--- src/rtl/shift_sequencer_if.sv ---
// rtl/shift_sequencer_if.sv - request/response bundle between a shift requester and the sequencer
interface shift_sequencer_if #(
  parameter int WIDTH = 16,
  parameter int SHW   = 4
);
  logic             start;
  logic [1:0]       op;
  logic [WIDTH-1:0] a;
  logic [SHW-1:0]   shamt;
  logic             flush;
  logic             ready;
  logic             busy;
  logic             done;
  logic [WIDTH-1:0] result;

  modport master (
    output start, op, a, shamt, flush,
    input  ready, busy, done, result
  );

  modport slave (
    input  start, op, a, shamt, flush,
    output ready, busy, done, result
  );
endinterface

--- src/rtl/shift_sequencer.sv ---
// rtl/shift_sequencer.sv - multi-cycle shifter: one 1-bit step per clock, SLL/SRL/SRA/ROR
module shift_sequencer #(
  parameter int WIDTH = 16,
  parameter int SHW   = 4
) (
  input  logic            clk,
  input  logic            rst_n,
  shift_sequencer_if.slave bus
);

  typedef enum logic [1:0] {
    IDLE  = 2'd0,
    SHIFT = 2'd1,
    DONE  = 2'd2
  } state_t;

  localparam logic [1:0] OP_SLL = 2'b00;
  localparam logic [1:0] OP_SRL = 2'b01;
  localparam logic [1:0] OP_SRA = 2'b10;

  state_t           state_q, state_d;
  logic [SHW-1:0]   cnt_q;
  logic [WIDTH-1:0] work_q;
  logic [1:0]       op_q;
  logic [WIDTH-1:0] result_q;
  logic             accept;
  logic             last_step;
  logic [WIDTH-1:0] step_w;

  function automatic logic [WIDTH-1:0] step(input logic [1:0] o, input logic [WIDTH-1:0] w);
    case (o)
      OP_SLL:  step = {w[WIDTH-2:0], 1'b0};
      OP_SRL:  step = {1'b0, w[WIDTH-1:1]};
      OP_SRA:  step = {w[WIDTH-1], w[WIDTH-1:1]};
      default: step = {w[0], w[WIDTH-1:1]};
    endcase
  endfunction

  // flush wins over start so an abort request can never be mistaken for a new job
  assign accept    = (state_q == IDLE) && bus.start && !bus.flush;
  assign last_step = (cnt_q == SHW'(1));
  assign step_w    = step(op_q, work_q);

  always_ff @(posedge clk or negedge rst_n) begin
    if (!rst_n) begin
      state_q <= IDLE;
    end else begin
      state_q <= state_d;
    end
  end

  always_comb begin
    state_d = state_q;
    case (state_q)
      IDLE: begin
        if (accept) begin
          state_d = (bus.shamt == '0) ? DONE : SHIFT;
        end
      end
      SHIFT: begin
        if (bus.flush) begin
          state_d = IDLE;
        end else if (last_step) begin
          state_d = DONE;
        end
      end
      DONE:    state_d = IDLE;
      default: state_d = IDLE;
    endcase
  end

  // result only moves on entry to DONE; it holds through IDLE and the next job's SHIFT
  always_ff @(posedge clk or negedge rst_n) begin
    if (!rst_n) begin
      cnt_q    <= '0;
      work_q   <= '0;
      op_q     <= '0;
      result_q <= '0;
    end else if (accept) begin
      work_q <= bus.a;
      op_q   <= bus.op;
      cnt_q  <= bus.shamt;
      if (bus.shamt == '0) begin
        result_q <= bus.a;
      end
    end else if (state_q == SHIFT) begin
      if (bus.flush) begin
        cnt_q <= '0;
      end else begin
        work_q <= step_w;
        cnt_q  <= cnt_q - SHW'(1);
        if (last_step) begin
          result_q <= step_w;
        end
      end
    end
  end

  assign bus.ready  = (state_q == IDLE);
  assign bus.busy   = (state_q == SHIFT);
  assign bus.done   = (state_q == DONE);
  assign bus.result = result_q;

endmodule

--- src/flat_wrapper.sv ---
// flat-port wrapper written by rule: the top's interface ports become plain ports
module shift_sequencer_flat 
#(
  parameter int WIDTH = 16,
  parameter int SHW   = 4
)
  (clk, rst_n, bus_start, bus_op, bus_a, bus_shamt, bus_flush, bus_ready, bus_busy, bus_done, bus_result);
  shift_sequencer_if #(.WIDTH(WIDTH), .SHW(SHW)) bus_i ();
  input  logic clk;
  input  logic rst_n;
  input wire logic [$bits(bus_i.start)-1:0] bus_start;
  input wire logic [$bits(bus_i.op)-1:0] bus_op;
  input wire logic [$bits(bus_i.a)-1:0] bus_a;
  input wire logic [$bits(bus_i.shamt)-1:0] bus_shamt;
  input wire logic [$bits(bus_i.flush)-1:0] bus_flush;
  output wire logic [$bits(bus_i.ready)-1:0] bus_ready;
  output wire logic [$bits(bus_i.busy)-1:0] bus_busy;
  output wire logic [$bits(bus_i.done)-1:0] bus_done;
  output wire logic [$bits(bus_i.result)-1:0] bus_result;
  assign bus_i.start = bus_start;
  assign bus_i.op = bus_op;
  assign bus_i.a = bus_a;
  assign bus_i.shamt = bus_shamt;
  assign bus_i.flush = bus_flush;
  assign bus_ready = bus_i.ready;
  assign bus_busy = bus_i.busy;
  assign bus_done = bus_i.done;
  assign bus_result = bus_i.result;
  shift_sequencer #(.WIDTH(WIDTH), .SHW(SHW)) u_core (.clk(clk), .rst_n(rst_n), .bus(bus_i));
endmodule
--- config.mk ---
export PLATFORM = sky130hd
export DESIGN_NAME = shift_sequencer_flat
export DESIGN_NICKNAME = d
export VERILOG_FILES = /design/src/rtl/shift_sequencer_if.sv /design/src/rtl/shift_sequencer.sv /design/src/flat_wrapper.sv
export SDC_FILE = /design/constraint.sdc
export NUM_CORES = 1
export LEC_CHECK = 0
export ABC_AREA = 1
export CAP_MARGIN = 10
export CORE_ASPECT_RATIO = 0.8
export CORE_UTILIZATION = 35
export DETAILED_ROUTE_END_ITERATION = 12
export PLACE_DENSITY_LB_ADDON = 0.08
export SLEW_MARGIN = 25
export SYNTH_ARGS = -nofsm -noshare
export SYNTH_HDL_FRONTEND = slang
export SYNTH_SLANG_ARGS = --single-unit
export TNS_END_PERCENT = 20
--- constraint.sdc ---
create_clock -name clk -period 2.55 [get_ports clk]
set_clock_uncertainty 0.15 [all_clocks]
set_input_delay 0.6375 -clock clk [delete_from_list [all_inputs] [get_ports clk]]
set_output_delay 0.6375 -clock clk [all_outputs]
set_load 0.02 [all_outputs]
Word-level counts from Yosys, hierarchy flattened

Cells that the tools add are included.

Bits of input ports: 26
Word-level logic and storage cells: 43
Register bits after elaboration: 40
Output and inout port bits: 19

Equal/unequal tests: 9
Reduce and logical (&&, ||, !) cells: 11
Add/subtract/negate cells: 1
Muxes and demuxes: 17

Operators with widths:

| operator                                          | number |
|---|---|
| 2-to-1 mux 16 bit                                 | 8 |
| one-hot mux 16 bit (3 select lines)               | 1 |
| 2-to-1 mux 4 bit                                  | 3 |
| 2-to-1 mux 2 bit                                  | 4 |
| == test 2 x 1 -> 1 bit (second input constant)    | 2 |
| == test 2 bit (second input constant)             | 2 |
| == test 4 x 1 -> 1 bit (second input constant)    | 1 |
| logical NOT 2 bit                                 | 2 |
| logical NOT 4 bit                                 | 1 |
| != test 2 x 1 -> 1 bit (second input constant)    | 2 |
| one-hot mux 2 bit (2 select lines)                | 1 |
| AND reduction 2 bit                               | 2 |
| AND reduction 4 bit                               | 1 |
| nonzero test 2 bit                                | 2 |
| subtractor 4 x 1 -> 4 bit (second input constant) | 1 |
| != test 3 x 2 -> 1 bit (second input constant)    | 1 |
| logical AND 1 bit                                 | 2 |
| != test 2 bit (second input constant)             | 1 |
| logical NOT 1 bit                                 | 1 |

Depth between registers and ports, before layout

Gate-level depths: netlist (run 1).

Depth in word-level cells: 6
Depth in mapped cells: 9
Depth with buffers taken out: 8

Least setup slack after synthesis (run 1)

OpenSTA, ideal clock, no wires.

Path kind: input -> register
Start point: input bus_flush
End point: register u_core.result_q[0], in the netlist u_core.bus.result[0]
Path slack: 0.881 ns
Stages: 9
Arrival time: 1.404 ns
Buffers on the path: 1
Library setup time: 0.115 ns
Required time: 2.285 ns
Path through: inv_2 -> nand2_2 -> nor2_4 -> nand2_2 -> nand2_4 -> nor2_8 -> buf_12 -> nand2_2 -> nand2_2

Cells in the longest elaborated chain, start to end: 4
Elaborated cells between the ends (all ways): 8
Classes of those cells: 2 x eq/ne; 1 x mux; 5 x reduce/logical

RTL lines:

| element                                                      | RTL line              | text |
|---|---|---|
| start: declaration                                           | flat_wrapper.sv:15    | `input wire logic [$bits(bus_i.flush)-1:0] bus_flush;` |
| logical NOT 1 bit                                            | shift_sequencer.sv:40 | `assign accept = (state_q == IDLE) && bus.start && !bus.flush;` |
| logical AND 1 bit                                            | shift_sequencer.sv:40 |  |
| != test 2 bit (no source line), or another cell as far along | n/a                   |  |
| AND reduction 4 bit (no source line)                         | n/a                   |  |
| end signal: assignment                                       | shift_sequencer.sv:84 | `result_q <= bus.a;` |
| end signal: assignment                                       | shift_sequencer.sv:93 | `result_q <= step_w;` |
| end: declaration                                             | shift_sequencer.sv:25 | `logic [WIDTH-1:0] result_q;` |

Parallel ways exist; a longest one is shown, timed or not.
A chain may end at the register's enable or synchronous reset.

Final worst setup path (run 1)

Start point: register u_core.state_q[1]
End point: output bus_busy

Cells in the longest elaborated chain, start to end: 1

RTL lines:

| element                  | RTL line               | text |
|---|---|---|
| start: declaration       | shift_sequencer.sv:21  | `state_t state_q, state_d;` |
| start signal: assignment | shift_sequencer.sv:48  | `state_q <= state_d;` |
| == test 2 x 1 -> 1 bit   | shift_sequencer.sv:100 | `assign bus.busy = (state_q == SHIFT);` |
| end: declaration         | flat_wrapper.sv:17     | `output wire logic [$bits(bus_i.busy)-1:0] bus_busy;` |

No other way between the ends.

==> results.yml, run 1 <==
run_status:
  status: "finished clean"
placed_design:
  place.gp.congestion: 0.722
  hpwlAfterDp_um: 3460
  numPlacedInstances: 408
  placement.io_buffers: 44
logic_synthesis:
  ys_warn_count: 0
  synth_cell_types: 25
  syn-mean-instance-area_um2: 7.68
  share_of_cell_area_taken_by_muxes_after_synthesis_pct: 0
  post_synthesis_compound_gate_area_fraction_pct: 5.47
  synthXorXnorAreaFrac_pct: 0.399
  synth_simple_gate_area_share_pct: 39.3
  synth_top_cell_area_share_pct: 45.6
  mappedNetlistNets: 314
  netlist_top_cells_area: "sky130_fd_sc_hd__dfrtp_1 (46%), sky130_fd_sc_hd__nand2_1 (21%), sky130_fd_sc_hd__nand2_2 (6.3%)"
  synthDominantAreaCellType: "sky130_fd_sc_hd__dfrtp_1"
  yosysSeqAreaShare_pct: 45.6
  ys_ff_latch: 40
  synth_adder_area_share_pct: 1.14
  synth_top_family_by_area: "simple AND/OR/NAND/NOR gates"
  synthesis.area_um2: 2200
  syn-instance-count: 286
die:
  placeableCoreArea_um2: 5970
  initial_core_util_pct: 36.8
  design.die.area_um2: 6600
  placementRows: 25
  top_level_ports: 45
  die_h_um: 72.9
  horiz_die_dim_um: 90.6
sta:
  fmax_ghz: 0.424
  timing.setup.tns_ns: 0
  setup_repair_after_global_routing_missed_its_margin: "no"
  tightestPinTransition_ns: 0.541
  post-route-min-period_ns: 2.36
  setup_violations: 0
  report.final.hold_viol_count: 0
  report.final.slew_viol_count: 0
  max_slew_headroom_pct: 63.8
  final.period_utilization_pct: 92.4
global_routing:
  grt_util_all_layers_pct: 16.9
  grt_first_pass_wirelength_um: 8740
  grt_antenna_before_repair: 0
  grt_start_max_net_pins: 41
  gr_ovfl_total: 0
  vias_in_the_first_global_route: 1797
cts:
  cts.htree.levels: 2
  cts_root_buf: "sky130_fd_sc_hd__clkbuf_8"
  post-cts-setup-buffer-count: 0
  hold_fix_buffers_at_cts: 0
  cts_num_sinks: 40
  numCtsBuffers: 5
  clkLatencyLatePin_ns: 0.29
  number_of_gates_resized_after_cts: 0
  clockBufferDepth: 2
  cts_tree: "built"
  clk_pin_slew_worst_paths_ns: 0.08
setup_path:
  worst-path-max-fanout: 4
  setup.worst_path.class: "reg -> out"
  cp-end-kind: "primary output"
  timing.critical_path.from_type: "flop"
  cp_data_arrival_time_ns: 1.57
  crit_path_top_delay_cell: "sky130_fd_sc_hd__clkdlybuf4s50_1"
  worstRegToRegCells: 8
  worstPathRequired_ns: 1.76
  cell_breakdown_of_the_critical_path: "nor2_4 > clkdlybuf4s50_1"
  timing.critical_path.slowest_cell_delay_ns: 0.62
hold_path:
  hold_path_class: "in -> async"
detailed_routing:
  post_drt_via_cell_ratio: 4.47
  top_layer: "met4"
  wl_met3_um: 180
  post-route-drc-count: 0
  post_drt_wl_per_cell_um: 11.9
  via_total_after_detailed_routing: 1860
  met1_length_um: 2670
  drtPass1Iterations: 4
  drtAntennaViolNets: 0
  initialDrtViolationCount: 51
  route.met2.wl_um: 2040
  route.final.wire_length_um: 4930
layout:
  antenna_cells_inserted: 0
  leading_cell_type_in_the_layout_fill_and_taps_excluded: "sky130_fd_sc_hd__nand2_1"
  layout-drive-gt1-share_pct: 15.5
  finalNonFillerCells: 416
  fillCellCount: 635
  mostFrequentLayoutCells: "sky130_fd_sc_hd__nand2_1 (123), sky130_fd_sc_hd__clkdlybuf4s50_1 (43), sky130_fd_sc_hd__dfrtp_1 (40)"
  areaGrowthSynthToFinish_pct: 28.5
  final_nets: 362
pwr:
  seqPwrFrac_pct: 33.4
  worst_case_vdd_ir_drop_mv: 0.426
  swShare_pct: 43.0
  power.share.combinational_pct: 52.0
  switch_pwr_mw: 1.33
  p_int_mw: 1.77
  power.leakage_nw: 1.42
  power.share.clock_pct: 14.6
  cellPowerDensity_nw_per_um2: 1100
flow_run:
  max-cap-violations: 0
==> Yosys cell counts <==
cell,n
sky130_fd_sc_hd__nand2_1,123
sky130_fd_sc_hd__nor2_8,1
sky130_fd_sc_hd__dfrtp_1,40
sky130_fd_sc_hd__o21ai_0,2
sky130_fd_sc_hd__inv_2,3
sky130_fd_sc_hd__nand2_4,3
sky130_fd_sc_hd__buf_2,7
sky130_fd_sc_hd__buf_4,1
sky130_fd_sc_hd__nor2_4,3
sky130_fd_sc_hd__inv_4,1
sky130_fd_sc_hd__nand4_1,2
sky130_fd_sc_hd__nor2_1,4
sky130_fd_sc_hd__nand3_4,1
sky130_fd_sc_hd__nor2_2,1
sky130_fd_sc_hd__nand2_2,22
sky130_fd_sc_hd__o211ai_1,4
sky130_fd_sc_hd__xor2_1,1
sky130_fd_sc_hd__o21ai_1,15
sky130_fd_sc_hd__inv_1,25
sky130_fd_sc_hd__buf_12,1
sky130_fd_sc_hd__nand2_8,1
sky130_fd_sc_hd__nand3_1,21
sky130_fd_sc_hd__a21oi_1,1
sky130_fd_sc_hd__ha_1,2
sky130_fd_sc_hd__clkbuf_2,1
==> logic make-up after synthesis <==
logic type	count (synthesis)
buffers and inverters	39
flip-flops	40
XOR/XNOR	1
AO/OA/AOI/OAI	22
adder cells (fa/ha/maj)	2
AND/OR/NAND/NOR	182
==> power groups by stage <==
stage | combinational (mW) | clock (mW) | sequential, mW
after floorplan | 0.979 | 0 | 1.17
after global placement | 1.62 | 0 | 1.04
after detailed placement | 1.62 | 0 | 1.05
after CTS | 1.63 | 0.464 | 1.04
after global routing | 1.83 | 0.496 | 1.07
final | 1.61 | 0.452 | 1.03
==> critical path: cells and delay by family (launching register included) <==
family / cells / cell delay, ns
buffers and inverters: 1 / 0.62
DFF: 1 / 0.47
and+or+nand+nor: 1 / 0.18
==> metrics by stage <==
stage          hold slack (ns)  worst slack [ns]  power (mW)  util [%]  cell area [um2]
6_report                 0.148             0.194        3.10      47.3             2820
5_1_grt                  0.164             0.141        3.40      47.3             2820
4_1_cts                  0.156             0.178        3.14      47.3             2820
3_5_place_dp             0.315             0.246        2.67      45.7             2730
3_3_place_gp             0.312             0.289        2.67      45.7             2730
2_1_floorplan            0.192             0.881        2.15         -             2200
==> flip-flops by register name (all words and copies together), names as in the netlist <==
name               flops
u_core.bus.result     16
u_core.work_q         16
u_core.cnt_q           4
u_core.op_q            2
u_core.state_q         2
==> metal layers <==
layer	vias up	global-route usage (%)
li1	986	-
met1	840	25.0
met2	29	25.1
met3	5	3.33
met4	0	4.84
met5	-	0
==> final cells by class <==
cell class              count  area (um2)  share of cell area, %
flip-flops and latches     40        1000                   35.4
multi-input cells         207        1020                   36.0
well taps                  81         101                   3.59
repair buffers             51         500                   17.7
inverters                  29         111                   3.94
clock buffers               6        82.6                   2.92
clock inverters             2        10.0                  0.354
==> path summary, 6_finish.rpt <==
path / start / end / slack, ns
worst min-delay path: rst_n / u_core.bus.result[11]$_DFFE_PN0P_ / 0.15
max in group asynchronous: rst_n / u_core.cnt_q[0]$_DFFE_PN0P_ / 1.90
worst max-delay path: u_core.state_q[1]$_DFFE_PN0P_ / bus_busy / 0.19
worst max register to register: u_core.cnt_q[1]$_DFFE_PN0P_ / u_core.bus.result[14]$_DFFE_PN0P_ / 0.88
worst min register to register: u_core.bus.result[15]$_DFFE_PN0P_ / u_core.bus.result[15]$_DFFE_PN0P_ / 0.33
min in group clk: u_core.bus.result[15]$_DFFE_PN0P_ / u_core.bus.result[15]$_DFFE_PN0P_ / 0.33
Note: power is estimated with default switching activity, not from simulation.
==> inputs of run 2 (changes only) <==
--- a/config.mk
+++ b/config.mk
@@ -10,6 +10,7 @@
 export CORE_ASPECT_RATIO = 0.8
 export CORE_UTILIZATION = 35
 export DETAILED_ROUTE_END_ITERATION = 12
+export GPL_TIMING_DRIVEN = 0
 export PLACE_DENSITY_LB_ADDON = 0.08
 export SLEW_MARGIN = 25
 export SYNTH_ARGS = -nofsm -noshare
==> run 2 against run 1 <==
  * Via count grew 2.2%
  * Register-to-register slack got worse by 0.08 ns
  * Worst hold slack worse by 0.0024 ns
  * Highest routed layer unchanged
  * Largest power group unchanged
  * Final cell count increased by 0.96%
  * Utilization is 1.1 points higher
  * Sequential power about the same
  * Wire length grew 6.3%
  * Clock power increased by 26%
==> results.yml, run 2 (same netlist as run 1, synthesis figures left out) <==
run_status:
  status: "finished clean"
pwr:
  total_power_mw: 3.25
  worst_case_vdd_ir_drop_mv: 0.404
  power.leakage_nw: 1.46
  cellPowerDensity_nw_per_um2: 1130
setup_path:
  timing.critical_path.from_type: "flop"
  cp_data_arrival_time_ns: 1.56
  setup.worst_path.class: "reg -> out"
  cp-end-kind: "primary output"
  worst-path-max-fanout: 4
  worstPathRequired_ns: 1.76
sta:
  setup_repair_after_global_routing_missed_its_margin: "no"
  setup_violations: 0
  post-route-min-period_ns: 2.34
  max_slew_headroom_pct: 67.1
  final.period_utilization_pct: 92.0
  tightestPinTransition_ns: 0.494
  report.final.slew_viol_count: 0
  report.final.hold_viol_count: 0
  timing.setup.tns_ns: 0
  fmax_ghz: 0.426
cts:
  post-cts-setup-buffer-count: 0
  cts_tree: "built"
  cts_root_buf: "sky130_fd_sc_hd__clkbuf_8"
  cts_num_sinks: 40
  clk_pin_slew_worst_paths_ns: 0.08
  clkLatencyLatePin_ns: 0.29
  number_of_gates_resized_after_cts: 0
  hold_fix_buffers_at_cts: 0
  cts.htree.levels: 2
  numCtsBuffers: 5
  clockBufferDepth: 2
layout:
  fillCellCount: 626
  finalNonFillerCells: 420
  final_nets: 366
  areaGrowthSynthToFinish_pct: 31.4
  mostFrequentLayoutCells: "sky130_fd_sc_hd__nand2_1 (123), sky130_fd_sc_hd__clkdlybuf4s50_1 (43), sky130_fd_sc_hd__dfrtp_1 (40)"
  layout-drive-gt1-share_pct: 16.5
  antenna_cells_inserted: 0
  leading_cell_type_in_the_layout_fill_and_taps_excluded: "sky130_fd_sc_hd__nand2_1"
detailed_routing:
  post-route-drc-count: 0
  drtPass1Iterations: 4
  post_drt_wl_per_cell_um: 12.5
  drtAntennaViolNets: 0
  route.final.wire_length_um: 5240
  via_total_after_detailed_routing: 1901
  initialDrtViolationCount: 69
  post_drt_via_cell_ratio: 4.53
die:
  placeableCoreArea_um2: 5970
  die_h_um: 72.9
  placementRows: 25
  top_level_ports: 45
  horiz_die_dim_um: 90.6
  design.die.area_um2: 6600
  initial_core_util_pct: 36.8
flow_run:
  max-cap-violations: 0
hold_path:
  hold_path_class: "in -> async"
global_routing:
  grt_start_max_net_pins: 23
  grt_first_pass_wirelength_um: 8910
  grt_util_all_layers_pct: 17.7
  gr_ovfl_total: 0
  vias_in_the_first_global_route: 1773
  grt_antenna_before_repair: 0
placed_design:
  hpwlAfterDp_um: 3900
  placement.io_buffers: 44
  numPlacedInstances: 412
  place.gp.congestion: 0.748
## run 2: cell types whose count changed in the layout (fill, tap and decap cells not counted)
| cell | before | now |
|---|---|---|
| sky130_fd_sc_hd__buf_2 | 1 | 8 |
| sky130_fd_sc_hd__buf_4 | 6 | 1 |
| sky130_fd_sc_hd__clkbuf_8 | 6 | 7 |
| sky130_fd_sc_hd__clkinv_2 | 2 | 0 |
| sky130_fd_sc_hd__clkbuf_2 | 0 | 1 |
| sky130_fd_sc_hd__buf_16 | 0 | 1 |
| sky130_fd_sc_hd__bufinv_16 | 0 | 1 |
## run 2: layout make-up
cell class / instances / area [um2] / share of cell area [%]
Tap cell: 81 / 101 / 3.51
Multi-Input combinational cell: 207 / 1020 / 35.2
Clock inverter: 1 / 30.0 / 1.04
Sequential cell: 40 / 1000 / 34.7
Inverter: 29 / 111 / 3.86
Timing Repair Buffer: 45 / 463 / 16.0
Clock buffer: 7 / 96.3 / 3.34
Buffer: 10 / 67.6 / 2.34
## run 2: metrics by stage
stage	utilization [%]	hold slack, ns	area [um2]	setup slack [ns]
floorplan	-	0.192	2200	0.881
global placement	45.8	0.311	2740	-0.445
detailed placement	46.2	0.316	2760	0.139
CTS	48.3	0.159	2890	0.189
global route	48.3	0.172	2890	0.103
finish	48.3	0.146	2890	0.205
## run 2: power breakdown
part	switching, mW	internal, mW
logic	0.992	0.652
clock network	0.223	0.346
registers	0.129	0.907
total	1.35	1.91
## run 2: worst max-delay path: stages, from the launching register on
cell	delay (ns)
sky130_fd_sc_hd__dfrtp_1	0.47
sky130_fd_sc_hd__nor2_4	0.18
sky130_fd_sc_hd__clkdlybuf4s50_1	0.62
## run 2: worst paths after layout
kind	from	slack (ns)	cells after the start	endpoint
min	rst_n	0.15	1	u_core.bus.result[12]$_DFFE_PN0P_
max	u_core.state_q[1]$_DFFE_PN0P_	0.21	2	bus_busy
min in group clk	u_core.bus.result[13]$_DFFE_PN0P_	0.33	2	u_core.bus.result[13]$_DFFE_PN0P_
max in group asynchronous	rst_n	1.61	2	u_core.op_q[1]$_DFFE_PN0P_
min reg2reg	u_core.bus.result[13]$_DFFE_PN0P_	0.33	2	u_core.bus.result[13]$_DFFE_PN0P_
max reg2reg	u_core.op_q[1]$_DFFE_PN0P_	0.80	7	u_core.work_q[6]$_DFFE_PN0P_
## run 2: layer usage
layer	track usage, %	share of wire (%)	vias up
met3	3.54	3.9	6
met2	25.5	41	40
li1	-	-	990
met4	4.84	0.86	0
met1	26.7	54	865
met5	0	0	-
==> inputs of run 3 (changes only) <==
--- a/config.mk
+++ b/config.mk
@@ -8,6 +8,7 @@
 export ABC_AREA = 1
 export CAP_MARGIN = 10
 export CORE_ASPECT_RATIO = 0.8
+export CORE_MARGIN = 4
 export CORE_UTILIZATION = 35
 export DETAILED_ROUTE_END_ITERATION = 12
 export GPL_TIMING_DRIVEN = 0
==> run 3 against run 2 <==
  * Via count fell by 0.74%
  * Final cell count decreased by 0.24%
  * Worst setup slack got worse by 0.019 ns
  * Total power shrank 5.5%
  * Sequential share of layout area increased by 0.69 points
  * Register-to-register slack improved by 0.03 ns
  * Flip-flop and latch count stayed put
  * Clock power down 28%
  * Critical path type unchanged
  * Largest cell class unchanged
==> results.yml, run 3 (same netlist as run 1, synthesis figures left out) <==
run_status:
  status: "finished clean"
die:
  die_h_um: 78.9
  design.die.area_um2: 7620
  horiz_die_dim_um: 96.6
  initial_core_util_pct: 36.6
  placementRows: 25
  top_level_ports: 45
  placeableCoreArea_um2: 6010
cts:
  clkLatencyLatePin_ns: 0.30
  numCtsBuffers: 5
  hold_fix_buffers_at_cts: 0
  cts_root_buf: "sky130_fd_sc_hd__clkbuf_8"
  number_of_gates_resized_after_cts: 0
  cts.htree.levels: 2
  clk_pin_slew_worst_paths_ns: 0.08
  cts_tree: "built"
  cts_num_sinks: 40
  clockBufferDepth: 2
  post-cts-setup-buffer-count: 0
detailed_routing:
  route.final.wire_length_um: 5320
  post-route-drc-count: 0
  initialDrtViolationCount: 75
  post_drt_via_cell_ratio: 4.50
  via_total_after_detailed_routing: 1887
  drtAntennaViolNets: 0
  post_drt_wl_per_cell_um: 12.7
  drtPass1Iterations: 4
sta:
  report.final.hold_viol_count: 0
  hold_slack_final_ns: 0.130
  report.final.slew_viol_count: 0
  timing.setup.tns_ns: 0
  tightestPinTransition_ns: 0.458
  setup_violations: 0
  final.period_utilization_pct: 92.7
  setup_repair_after_global_routing_missed_its_margin: "no"
  setup_ws_ns: 0.186
  post-route-min-period_ns: 2.36
  fmax_ghz: 0.423
  max_slew_headroom_pct: 69.5
setup_path:
  cell_breakdown_of_the_critical_path: "nor2_4 > clkdlybuf4s50_1"
  timing.critical_path.from_type: "flop"
  worstPathRequired_ns: 1.76
  crit_path_top_delay_cell: "sky130_fd_sc_hd__clkdlybuf4s50_1"
  timing.critical_path.depth: 2
  worstRegToRegCells: 7
  cpLargestDelayFamily: "buffers and inverters"
  timing.critical_path.slowest_cell_delay_ns: 0.62
  setup.worst_path.class: "reg -> out"
  cp-end-kind: "primary output"
  cp_data_arrival_time_ns: 1.58
  path_buf_inv: 1
  worst-path-max-fanout: 4
pwr:
  worst_case_vdd_ir_drop_mv: 0.349
  total_power_mw: 3.07
  cellPowerDensity_nw_per_um2: 1080
  power.leakage_nw: 1.43
global_routing:
  grt_first_pass_wirelength_um: 9090
  gr_ovfl_total: 0
  grt_util_all_layers_pct: 15.5
  grt_antenna_before_repair: 0
  vias_in_the_first_global_route: 1898
  grt_start_max_net_pins: 24
layout:
  mostFrequentLayoutCells: "sky130_fd_sc_hd__nand2_1 (123), sky130_fd_sc_hd__clkdlybuf4s50_1 (43), sky130_fd_sc_hd__dfrtp_1 (40)"
  layout-drive-gt1-share_pct: 16.0
  finalNonFillerCells: 419
  antenna_cells_inserted: 0
  final_nets: 366
  areaGrowthSynthToFinish_pct: 28.9
  post_route_cell_area_um2: 2830
  utilization_pct: 47.1
  leading_cell_type_in_the_layout_fill_and_taps_excluded: "sky130_fd_sc_hd__nand2_1"
  fillCellCount: 625
placed_design:
  numPlacedInstances: 412
  placed_area_um2: 2750
  hpwlAfterDp_um: 3980
  placement.io_buffers: 44
  place_worst_setup_slack_ns: 0.182
  place.gp.congestion: 0.792
flow_run:
  max-cap-violations: 0
hold_path:
  hold_path_class: "in -> async"
run 3: changes by cell type in the layout (fill, tap and decap cells not counted), sizes merged:
cell    delta
clkbuf     -1
bufinv     -1
clkinv     +1
run 3: worst reg2reg max path: cells and delay by family (launching register included):
| family | cells | cell delay (ns) |
|---|---|---|
| compound gates | 1 | 0.06 |
| buf+inv | 1 | 0.30 |
| simple gates | 5 | 0.69 |
| flops | 1 | 0.41 |
run 3: area by class of cell:
type,count,area [um2],area share [%]
multi-input combinational,207,1020,35.9
sequential,40,1000,35.4
timing repair buffer,45,455,16.1
inverter,29,111,3.93
tap,81,101,3.58
clock buffer,6,72.6,2.56
buffer,10,67.6,2.39
clock inverter,1,5.00,0.177
run 3: path summary, 6_finish.rpt:
path / from / end / slack (ns)
max in group asynchronous: rst_n / u_core.work_q[3]$_DFFE_PN0P_ / 1.64
min reg2reg: u_core.bus.result[14]$_DFFE_PN0P_ / u_core.bus.result[14]$_DFFE_PN0P_ / 0.33
max reg2reg: u_core.op_q[1]$_DFFE_PN0P_ / u_core.work_q[14]$_DFFE_PN0P_ / 0.83
min: rst_n / u_core.bus.result[11]$_DFFE_PN0P_ / 0.13
max: u_core.state_q[1]$_DFFE_PN0P_ / bus_busy / 0.19
min in group clk: u_core.bus.result[14]$_DFFE_PN0P_ / u_core.bus.result[14]$_DFFE_PN0P_ / 0.33
run 3: layer usage:
metal  part of all wire (%)  vias up  GRT usage, %
li1                       -      985             -
met1                     53      856          23.9
met2                     41       40          21.5
met3                    4.6        6          3.31
met4                    1.3        0          4.62
met5                      0        -             0
run 3: power breakdown:
part	total [mW]	switching, mW	internal, mW
clock	0.412	0.226	0.186
combinational	1.62	0.973	0.651
sequential	1.04	0.128	0.907
